File: src/rtl/ppu_pkg.sv
// Shared NES PPU raster timing constants and types.
// Build option: PPU_TIMING_PAL_EN selects the 312-line PAL frame as the
// default pre-render line.
package ppu_pkg;

  localparam int NTSC_LAST_DOT = 340;
  localparam int NTSC_PRE_LINE = 261;
  localparam int PAL_PRE_LINE  = 311;
  localparam int VBLANK_LINE   = 241;
  localparam int VISIBLE_LINES = 240;
  localparam int VISIBLE_DOTS  = 256;

  localparam int DOT_W  = 9;
  localparam int LINE_W = 9;

`ifdef PPU_TIMING_PAL_EN
  localparam int DEF_PRE_LINE = PAL_PRE_LINE;
`else
  localparam int DEF_PRE_LINE = NTSC_PRE_LINE;
`endif

  typedef logic [DOT_W-1:0]  dot_t;
  typedef logic [LINE_W-1:0] line_t;

endpackage

File: src/rtl/ppu_timing_if.sv
// Tick/control inputs and raster/status outputs of the PPU timing block.
// master = clock generator / register file side, slave = ppu_timing.
interface ppu_timing_if;
  import ppu_pkg::*;

  logic  ppu_tick;
  logic  cpu_tick;
  logic  render_en;
  logic  nmi_en;
  logic  status_rd;
  dot_t  dot;
  line_t scanline;
  logic  visible;
  logic  vblank;
  logic  status_vblank;
  logic  nmi_n;
  logic  frame_odd;
  logic  frame_start;

  modport master (
    output ppu_tick, cpu_tick, render_en, nmi_en, status_rd,
    input  dot, scanline, visible, vblank, status_vblank, nmi_n, frame_odd, frame_start
  );

  modport slave (
    input  ppu_tick, cpu_tick, render_en, nmi_en, status_rd,
    output dot, scanline, visible, vblank, status_vblank, nmi_n, frame_odd, frame_start
  );

endinterface

File: src/rtl/ppu_raster_counter.sv
// Dot/scanline raster counters with frame wrap and NTSC odd-frame short line.
// Build option: PPU_TIMING_PAL_EN removes the odd-frame dot skip.
module ppu_raster_counter import ppu_pkg::*; #(
  parameter int LAST_DOT      = NTSC_LAST_DOT,
  parameter int PRE_LINE      = DEF_PRE_LINE,
  parameter int VISIBLE_LINES = ppu_pkg::VISIBLE_LINES,
  parameter int VISIBLE_DOTS  = ppu_pkg::VISIBLE_DOTS
) (
  input  logic  m_clk,
  input  logic  rst_n,
  input  logic  ppu_tick_i,
  input  logic  render_en_i,
  output dot_t  dot_o,
  output line_t scanline_o,
  output logic  visible_o,
  output logic  frame_odd_o,
  output logic  frame_start_o
);

  dot_t  dot_q, dot_d;
  line_t line_q, line_d;
  logic  odd_q, odd_d;
  logic  fs_q, fs_d;
  logic  vis_q, vis_d;
  logic  skip, dot_wrap, line_wrap;

  // Next raster position on a dot tick; visible is derived from the new position.
  always_comb begin
`ifdef PPU_TIMING_PAL_EN
    skip = 1'b0;
`else
    skip = (line_q == line_t'(PRE_LINE)) && (dot_q == dot_t'(LAST_DOT - 1)) &&
           odd_q && render_en_i;
`endif
    dot_wrap  = (dot_q == dot_t'(LAST_DOT)) || skip;
    line_wrap = dot_wrap && (line_q == line_t'(PRE_LINE));
    dot_d  = dot_q;
    line_d = line_q;
    odd_d  = odd_q;
    fs_d   = 1'b0;
    if (ppu_tick_i) begin
      if (dot_wrap) begin
        dot_d = '0;
        if (line_wrap) begin
          line_d = '0;
          odd_d  = ~odd_q;
          fs_d   = 1'b1;
        end else begin
          line_d = line_q + line_t'(1);
        end
      end else begin
        dot_d = dot_q + dot_t'(1);
      end
    end
    vis_d = (line_d < line_t'(VISIBLE_LINES)) && (dot_d >= dot_t'(1)) &&
            (dot_d <= dot_t'(VISIBLE_DOTS));
  end

  // Raster state register.
  always_ff @(posedge m_clk or negedge rst_n) begin
    if (!rst_n) begin
      dot_q  <= '0;
      line_q <= '0;
      odd_q  <= 1'b0;
      fs_q   <= 1'b0;
      vis_q  <= 1'b0;
    end else begin
      dot_q  <= dot_d;
      line_q <= line_d;
      odd_q  <= odd_d;
      fs_q   <= fs_d;
      vis_q  <= vis_d;
    end
  end

  assign dot_o         = dot_q;
  assign scanline_o    = line_q;
  assign visible_o     = vis_q;
  assign frame_odd_o   = odd_q;
  assign frame_start_o = fs_q;

endmodule

File: src/rtl/ppu_timing.sv
// NES PPU raster timing: raster counters, vblank flag with $2002 read-clear
// and read/set race suppression, and the registered /NMI output.
// Build option: PPU_TIMING_PAL_EN (312-line frame, no odd-frame skip).
module ppu_timing import ppu_pkg::*; #(
  parameter int LAST_DOT      = NTSC_LAST_DOT,
  parameter int VBLANK_LINE   = ppu_pkg::VBLANK_LINE,
  parameter int PRE_LINE      = DEF_PRE_LINE,
  parameter int VISIBLE_LINES = ppu_pkg::VISIBLE_LINES,
  parameter int VISIBLE_DOTS  = ppu_pkg::VISIBLE_DOTS
) (
  input logic          m_clk,
  input logic          rst_n,
  ppu_timing_if.slave  bus
);

  dot_t  dot;
  line_t line;
  logic  visible, frame_odd, frame_start;
  logic  rd, set_ev, clr_ev;
  logic  vblank_q, vblank_d;
  logic  stat_q, stat_d;
  logic  nmi_n_q, nmi_n_d;
  logic  rd_q;

  ppu_raster_counter #(
    .LAST_DOT      (LAST_DOT),
    .PRE_LINE      (PRE_LINE),
    .VISIBLE_LINES (VISIBLE_LINES),
    .VISIBLE_DOTS  (VISIBLE_DOTS)
  ) u_raster (
    .m_clk         (m_clk),
    .rst_n         (rst_n),
    .ppu_tick_i    (bus.ppu_tick),
    .render_en_i   (bus.render_en),
    .dot_o         (dot),
    .scanline_o    (line),
    .visible_o     (visible),
    .frame_odd_o   (frame_odd),
    .frame_start_o (frame_start)
  );

  // The set/clear points are the ticks leaving dot 0 of their line, i.e. entering dot 1.
  assign rd     = bus.cpu_tick & bus.status_rd;
  assign set_ev = bus.ppu_tick && (line == line_t'(VBLANK_LINE)) && (dot == '0);
  assign clr_ev = bus.ppu_tick && (line == line_t'(PRE_LINE)) && (dot == '0);

  // vblank set/clear with race suppression, read-back value and NMI level.
  always_comb begin
    vblank_d = vblank_q;
    stat_d   = stat_q;
    if (set_ev && !(rd || rd_q)) vblank_d = 1'b1;
    if (clr_ev || rd)            vblank_d = 1'b0;
    if (rd)                      stat_d   = vblank_q & ~set_ev;
    nmi_n_d = ~(vblank_q & bus.nmi_en);
  end

  // Status/NMI registers; rd_q remembers a read on the previous m_clk for the race window.
  always_ff @(posedge m_clk or negedge rst_n) begin
    if (!rst_n) begin
      vblank_q <= 1'b0;
      stat_q   <= 1'b0;
      nmi_n_q  <= 1'b1;
      rd_q     <= 1'b0;
    end else begin
      vblank_q <= vblank_d;
      stat_q   <= stat_d;
      nmi_n_q  <= nmi_n_d;
      rd_q     <= rd;
    end
  end

  assign bus.dot           = dot;
  assign bus.scanline      = line;
  assign bus.visible       = visible;
  assign bus.frame_odd     = frame_odd;
  assign bus.frame_start   = frame_start;
  assign bus.vblank        = vblank_q;
  assign bus.status_vblank = stat_q;
  assign bus.nmi_n         = nmi_n_q;

endmodule

File: src/flat_wrapper.sv
// flat-port wrapper written by rule: the top's interface ports become plain ports
module ppu_timing_flat import ppu_pkg::*;
#(
  parameter int LAST_DOT      = NTSC_LAST_DOT,
  parameter int VBLANK_LINE   = ppu_pkg::VBLANK_LINE,
  parameter int PRE_LINE      = DEF_PRE_LINE,
  parameter int VISIBLE_LINES = ppu_pkg::VISIBLE_LINES,
  parameter int VISIBLE_DOTS  = ppu_pkg::VISIBLE_DOTS
)
  (m_clk, rst_n, bus_ppu_tick, bus_cpu_tick, bus_render_en, bus_nmi_en, bus_status_rd, bus_dot, bus_scanline, bus_visible, bus_vblank, bus_status_vblank, bus_nmi_n, bus_frame_odd, bus_frame_start);
  ppu_timing_if bus_i ();
  input logic m_clk;
  input logic rst_n;
  input wire logic [$bits(bus_i.ppu_tick)-1:0] bus_ppu_tick;
  input wire logic [$bits(bus_i.cpu_tick)-1:0] bus_cpu_tick;
  input wire logic [$bits(bus_i.render_en)-1:0] bus_render_en;
  input wire logic [$bits(bus_i.nmi_en)-1:0] bus_nmi_en;
  input wire logic [$bits(bus_i.status_rd)-1:0] bus_status_rd;
  output wire logic [$bits(bus_i.dot)-1:0] bus_dot;
  output wire logic [$bits(bus_i.scanline)-1:0] bus_scanline;
  output wire logic [$bits(bus_i.visible)-1:0] bus_visible;
  output wire logic [$bits(bus_i.vblank)-1:0] bus_vblank;
  output wire logic [$bits(bus_i.status_vblank)-1:0] bus_status_vblank;
  output wire logic [$bits(bus_i.nmi_n)-1:0] bus_nmi_n;
  output wire logic [$bits(bus_i.frame_odd)-1:0] bus_frame_odd;
  output wire logic [$bits(bus_i.frame_start)-1:0] bus_frame_start;
  assign bus_i.ppu_tick = bus_ppu_tick;
  assign bus_i.cpu_tick = bus_cpu_tick;
  assign bus_i.render_en = bus_render_en;
  assign bus_i.nmi_en = bus_nmi_en;
  assign bus_i.status_rd = bus_status_rd;
  assign bus_dot = bus_i.dot;
  assign bus_scanline = bus_i.scanline;
  assign bus_visible = bus_i.visible;
  assign bus_vblank = bus_i.vblank;
  assign bus_status_vblank = bus_i.status_vblank;
  assign bus_nmi_n = bus_i.nmi_n;
  assign bus_frame_odd = bus_i.frame_odd;
  assign bus_frame_start = bus_i.frame_start;
  ppu_timing #(.LAST_DOT(LAST_DOT), .VBLANK_LINE(VBLANK_LINE), .PRE_LINE(PRE_LINE), .VISIBLE_LINES(VISIBLE_LINES), .VISIBLE_DOTS(VISIBLE_DOTS)) u_core (.m_clk(m_clk), .rst_n(rst_n), .bus(bus_i));
endmodule
File: config.mk
export PLATFORM = sky130hd
export DESIGN_NAME = ppu_timing_flat
export DESIGN_NICKNAME = d
export VERILOG_FILES = /design/src/rtl/ppu_pkg.sv /design/src/rtl/ppu_timing_if.sv /design/src/rtl/ppu_raster_counter.sv /design/src/rtl/ppu_timing.sv /design/src/flat_wrapper.sv
export SDC_FILE = /design/constraint.sdc
export NUM_CORES = 1
export LEC_CHECK = 0
export CAP_MARGIN = 20
export CORE_AREA = 4 4 66 68
export CTS_BUF_LIST = sky130_fd_sc_hd__clkbuf_2 sky130_fd_sc_hd__clkbuf_4 sky130_fd_sc_hd__clkbuf_8
export CTS_CLUSTER_SIZE = 28
export DETAILED_ROUTE_END_ITERATION = 16
export DIE_AREA = 0 0 70 72
export RECOVER_POWER = 50
export SLEW_MARGIN = 20
export SYNTH_ARGS = -nofsm -noshare
export SYNTH_HDL_FRONTEND = slang
export SYNTH_SLANG_ARGS = --single-unit
File: constraint.sdc
create_clock -name m_clk -period 3.6 [get_ports m_clk]
set_input_delay 0.36 -clock m_clk [delete_from_list [all_inputs] [get_ports m_clk]]
set_output_delay 0.36 -clock m_clk [all_outputs]
set_load 0.05 [all_outputs]
Word level (Yosys, flattened, before mapping)
Cells that the tools add are included.
{"block": "op_classes", "add_sub_neg": 2, "reduce_logical": 18, "n_bitwise": 6, "muxes": 10, "n_eq_ne": 4, "order_cmp": 3}
{"cell": "$mux 9", "count": 5}
{"cell": "$eq 9x9->1 const B", "count": 3}
{"cell": "$add 9x1->9 const B", "count": 2}
{"cell": "$logic_and 1x1->1", "count": 11}
{"cell": "$eq 9x8->1 const B", "count": 1}
{"cell": "$ge 9x1->1 const B", "count": 1}
{"cell": "$le 9x9->1 const B", "count": 1}
{"cell": "$logic_not 9->1", "count": 1}
{"cell": "$lt 9x8->1 const B", "count": 1}
{"cell": "$mux 1", "count": 5}
{"cell": "$and 1x1->1", "count": 3}
{"cell": "$logic_or 1x1->1", "count": 3}
{"cell": "$not 1->1", "count": 3}
{"cell": "$reduce_and 3->1", "count": 1}
{"cell": "$reduce_bool 2->1", "count": 1}
{"cell": "$logic_not 1->1", "count": 1}
{"block": "totals", "inputBits": 7, "register_bits": 25, "out_inout_bits": 24, "wordCells": 52}

Logic depth before layout (Yosys ltp)
{"block": "logic_depth", "depth_word": 12, "ltp_mapped": 9, "depth_no_buf": 8}

Cells and area by module
Synthesis repeated with hierarchy kept, for this count alone.
{"block": "hier_totals", "cells_unflattened": 157, "area_unflattened_um2": 1496.4}
{"module": "ppu_raster_counter", "seq_area_each_um2": 525.5, "instances": 1, "area_each_um2": 1268.7, "cells_per_inst": 135}
{"module": "ppu_timing", "seq_area_each_um2": 101.3, "instances": 1, "area_each_um2": 227.7, "cells_per_inst": 22}

Least setup slack after synthesis
No wires, ideal clock.
{"block": "synth_path", "path_type": "flip-flop to flip-flop", "start": "reg u_core.u_raster.dot_q[1], in the netlist u_core.u_raster.dot_o[1]", "end": "reg u_core.u_raster.vis_q, in the netlist u_core.u_raster.visible_o", "setup_ns": 0.096, "slack_ns": 1.311, "required_ns": 3.504, "period_less_slack_ns": 2.289, "stages_incl_launch_ff": 9, "n_path_buf": 1, "t_arrival_ns": 2.193, "path_cell_list": "dfrtp_1 -> ha_1 -> and4_4 -> buf_6 -> or3_1 -> a21oi_1 -> o211ai_1 -> mux2_4 -> nor4_2"}
{"block": "synth_between", "elab_chain_len": 12, "elab_cells_between_ends": 18, "cone_classes": "add/sub (1); order compare (3); eq/ne (2); mux (5); reduce/logical (7)"}
{"item": "start, declared", "line_no": "ppu_raster_counter.sv:20", "text": "dot_t dot_q, dot_d;"}
{"item": "start signal, assigned", "line_no": "ppu_raster_counter.sv:68", "text": "dot_q <= dot_d;"}
{"item": "$eq 9x9->1", "line_no": "ppu_raster_counter.sv:32", "text": "skip = (line_q == line_t'(PRE_LINE)) && (dot_q == dot_t'(LAST_DOT - 1)) &&"}
{"item": "$logic_and 1x1->1 (2 in a row)", "line_no": "ppu_raster_counter.sv:32"}
{"item": "$logic_and 1x1->1", "line_no": "ppu_raster_counter.sv:33", "text": "odd_q && render_en_i;"}
{"item": "$logic_or 1x1->1", "line_no": "ppu_raster_counter.sv:35", "text": "dot_wrap = (dot_q == dot_t'(LAST_DOT)) || skip;"}
{"item": "$logic_and 1x1->1", "line_no": "ppu_raster_counter.sv:36", "text": "line_wrap = dot_wrap && (line_q == line_t'(PRE_LINE));"}
{"item": "$mux 9", "line_no": "ppu_raster_counter.sv:44", "text": "if (line_wrap) begin"}
{"item": "$mux 9", "line_no": "ppu_raster_counter.sv:42", "text": "if (dot_wrap) begin"}
{"item": "$mux 9", "line_no": "ppu_raster_counter.sv:41", "text": "if (ppu_tick_i) begin"}
{"item": "$lt 9x8->1", "line_no": "ppu_raster_counter.sv:55", "text": "vis_d = (line_d < line_t'(VISIBLE_LINES)) && (dot_d >= dot_t'(1)) &&"}
{"item": "$logic_and 1x1->1", "line_no": "ppu_raster_counter.sv:55"}
{"item": "$logic_and 1x1->1 (*)", "line_no": "ppu_raster_counter.sv:55"}
{"item": "via u_core.u_raster.vis_d", "line_no": "ppu_raster_counter.sv:24", "text": "logic vis_q, vis_d;"}
{"item": "end signal, assigned", "line_no": "ppu_raster_counter.sv:72", "text": "vis_q <= vis_d;"}
{"item": "end, declared", "line_no": "ppu_raster_counter.sv:24"}
The timed path passes the listed nets; every way through them passes the cells marked *.
A chain may end at the register's enable or synchronous reset.

Final worst setup path
{"block": "layout_path", "start": "in bus_ppu_tick", "end": "reg u_core.u_raster.vis_q, in the netlist u_core.u_raster.visible_o"}
{"block": "layout_between", "elab_chain_len": 4, "elab_cells_between_ends": 7, "cone_classes": "order compare (3); mux (2); reduce/logical (2)"}
{"item": "start, declared", "line_no": "flat_wrapper.sv:14", "text": "input wire logic [$bits(bus_i.ppu_tick)-1:0] bus_ppu_tick;"}
{"item": "$mux 9", "line_no": "ppu_raster_counter.sv:41"}
{"item": "$lt 9x8->1 / $ge 9x1->1 (equally long branches)", "line_no": "ppu_raster_counter.sv:55"}
{"item": "$logic_and 1x1->1", "line_no": "ppu_raster_counter.sv:55"}
{"item": "$logic_and 1x1->1 (*)", "line_no": "ppu_raster_counter.sv:55"}
{"item": "via u_core.u_raster.vis_d", "line_no": "ppu_raster_counter.sv:24"}
Marked as above.

==> impl_metrics.json <==
{
  "grt-ovfl-total": 0,
  "grt_first_pass_wirelength_mm": 5.67,
  "die_w_um": 70,
  "io_buffer_count": 30,
  "cp_slowest_cell": "dlygate4sd3_1",
  "synth-warning-count": 0,
  "min_path_type": "in2async",
  "ys_ff_latch": 25,
  "setup_viol": 0,
  "synth-seq-area-share_pct": 43.0,
  "final_nets": 183,
  "die_area_um2": 5040,
  "syn-mean-instance-area_um2": 10.1,
  "syn-num-nets": 156,
  "cts_sinks": 25,
  "rsz0062_at_grt": "false",
  "post_cts_buffers": 0,
  "grt_max_degree": 26,
  "viasPerCell": 5.22,
  "cp_max_fo": 14,
  "grt_pass1_vias": 1189,
  "cts_max_level": 1,
  "netlist_area_um2": 1460,
  "final_common_cell": "dfrtp_1",
  "fin_util_pct": 46.6,
  "antenna_found_initial": 0,
  "clock.fmax_ghz": 0.425,
  "crit_path_max_incr_delay_ns": 0.81,
  "maxSlewHeadroom_pct": 9.75,
  "layout_common_cells": "24 x dfrtp_1, 23 x clkdlybuf4s50_1, 13 x nand2_1, 9 x nor2_1",
  "routedWlPerCell_um": 14.4,
  "min_period_over_period_pct": 65.4,
  "worstSetupStartpointType": "input port",
  "synth.distinct_cells": 45,
  "synthFlopType": "dfrtp_1",
  "drtPass1Iterations": 5,
  "cts_resized": 0,
  "cts_tree": "yes",
  "drive_gt1_share_pct": 9.94,
  "leakage_nw": 0.767,
  "run_status": "finished clean",
  "clk_pin_slew_ns": 0.09,
  "synth_cells": 145,
  "required_ns": 3.78,
  "fin_skew_ns": 0.00261,
  "max-cap-violations": 0,
  "drc": 0,
  "ctsHoldBuffers": 0,
  "clk_path_buf_depth": 2,
  "via_count": 1154,
  "synth_top_area_cell": "dfrtp_1",
  "cp_cell_sequence": "dlygate4sd3_1 > nand4_1 > or2_2 > mux2i_1 > o211ai_1 > mux2_4 > nor4_2",
  "totalNegativeSetupSlack_ns": 0,
  "period_needed_ns": 2.35,
  "detail_route.wirelength_mm": 3.19,
  "core_um2": 3860,
  "ctsRootBufferMaster": "clkbuf_8",
  "synth_top_area_share_pct": 41.2,
  "antenna_left": 0,
  "drtIter0Drc": 38,
  "insertion_delay_ns": 0.27,
  "dieHeight_um": 72,
  "dp_hpwl_mm": 2.38,
  "start_util_pct": 37.8,
  "async_flop_share_pct": 100,
  "hold_violations": 0,
  "synth_area_leaders": "dfrtp_1 41%, xor2_1 3.6%, ha_1 3.4%, nand2_1 3.3%, xnor2_1 3.0%",
  "ir_drop_uv": 385,
  "synth_edf_count": 0,
  "numCtsBuffers": 3,
  "io_pins": 31,
  "report.final.slew_viol_count": 0,
  "crit_arrival_ns": 2.54,
  "endpoint_kind": "flip-flop",
  "powerDensity_nw_per_um2": 516,
  "track_usage_pct": 13.9,
  "diodes": 0,
  "row_count": 23,
  "place.gp.congestion": 0.808,
  "area_growth_pct": 23.3,
  "worst_pin_slew_ns": 1.35,
  "worstSetupPathType": "in2reg"
}
-- registers in the layout (all words and copies together) (netlist names) --
signal / count
u_core.u_raster.dot_o: 9
u_core.u_raster.scanline_o: 9
u_core.bus.nmi_n: 1
u_core.bus.status_vblank: 1
u_core.bus.vblank: 1
u_core.rd_q: 1
u_core.u_raster.frame_odd_o: 1
u_core.u_raster.frame_start_o: 1
u_core.u_raster.visible_o: 1
-- cell families (layout without fill, tap and decap cells) --
group           after synthesis  count (layout)  share of synthesized area (%)
flops                        25              25                           43.0
compound gates               22              22                           9.79
simple gates                 65              65                           28.3
fa+ha+maj                     4               4                           3.43
mux                           4               4                           3.26
buf+inv                      14              40                           5.58
xor+xnor                     11              11                           6.61
-- final cells by class --
type                            count  area [um2]
Timing Repair Buffer               31         298
Clock inverter                      1        5.00
Fill cell                         389        2060
Inverter                            5        18.8
Multi-Input combinational cell    106         744
Tap cell                           50        62.6
Sequential cell                    25         627
Clock buffer                        3        41.3
-- synthesized netlist by cell type (all sizes together), types with 2 or more instances --
cell type	instances
or2	2
mux2	3
and3	2
nand2	13
a31oi	2
inv	5
dfrtp	24
nand4b	2
nor4b	3
buf	9
o21ai	6
nor2	9
and2	5
nor4	2
nand3b	2
and4	4
and4bb	3
or3	2
a211oi	2
a21oi	5
ha	4
nand3	6
nand4	5
nor3	3
xor2	6
xnor2	5
-- worst max-delay path: cells and delay by family --
family	cells	cell delay, ns
AOI/OAI and AO/OA	1	0.13
muxes	2	0.48
and+or+nand+nor	3	0.76
buffers and inverters	1	0.81
-- metal layers --
layer / share of wire, % / vias up / track usage [%]
met3: 3.2 / 5 / 2.08
met2: 48 / 21 / 22.9
met5: 0 / - / 0
met1: 47 / 556 / 18.5
li1: - / 572 / -
met4: 1.7 / 0 / 5.74
-- power by group --
group	internal, mW	switching [mW]
clock	0.0776	0.0918
sequential	0.316	0.0781
combinational	0.147	0.217
-- per-stage QoR --
stage,power (mW),instance area (um2),setup WS [ns],std cells,hold WS (ns)
global route,0.986,1800,1.06,221,0.493
global placement,0.763,1770,1.11,217,0.441
finish,0.928,1800,1.25,221,0.372
CTS,0.939,1810,1.34,221,0.0878
detailed placement,0.767,1760,1.06,217,0.392
floorplan,0.677,1460,1.31,145,0.0644
-- final timing paths --
kind / start / to / slack (ns) / cells past startpoint
worst max-delay path: bus_ppu_tick / u_core.u_raster.visible_o$_DFF_PN0_ / 1.25 / 7
worst min-delay path: rst_n / u_core.u_raster.scanline_o[6]$_DFF_PN0_ / 0.37 / 1
worst max register to register: u_core.u_raster.dot_o[0]$_DFF_PN0_ / u_core.u_raster.visible_o$_DFF_PN0_ / 1.26 / 8
worst min register to register: u_core.bus.vblank$_DFFE_PN0P_ / u_core.bus.nmi_n$_DFF_PN1_ / 0.46 / 1
max in group asynchronous: rst_n / u_core.u_raster.scanline_o[7]$_DFF_PN0_ / 2.43 / 1
min in group m_clk: u_core.bus.vblank$_DFFE_PN0P_ / u_core.bus.nmi_n$_DFF_PN1_ / 0.46 / 1
Power figures use the tool's default switching activity.
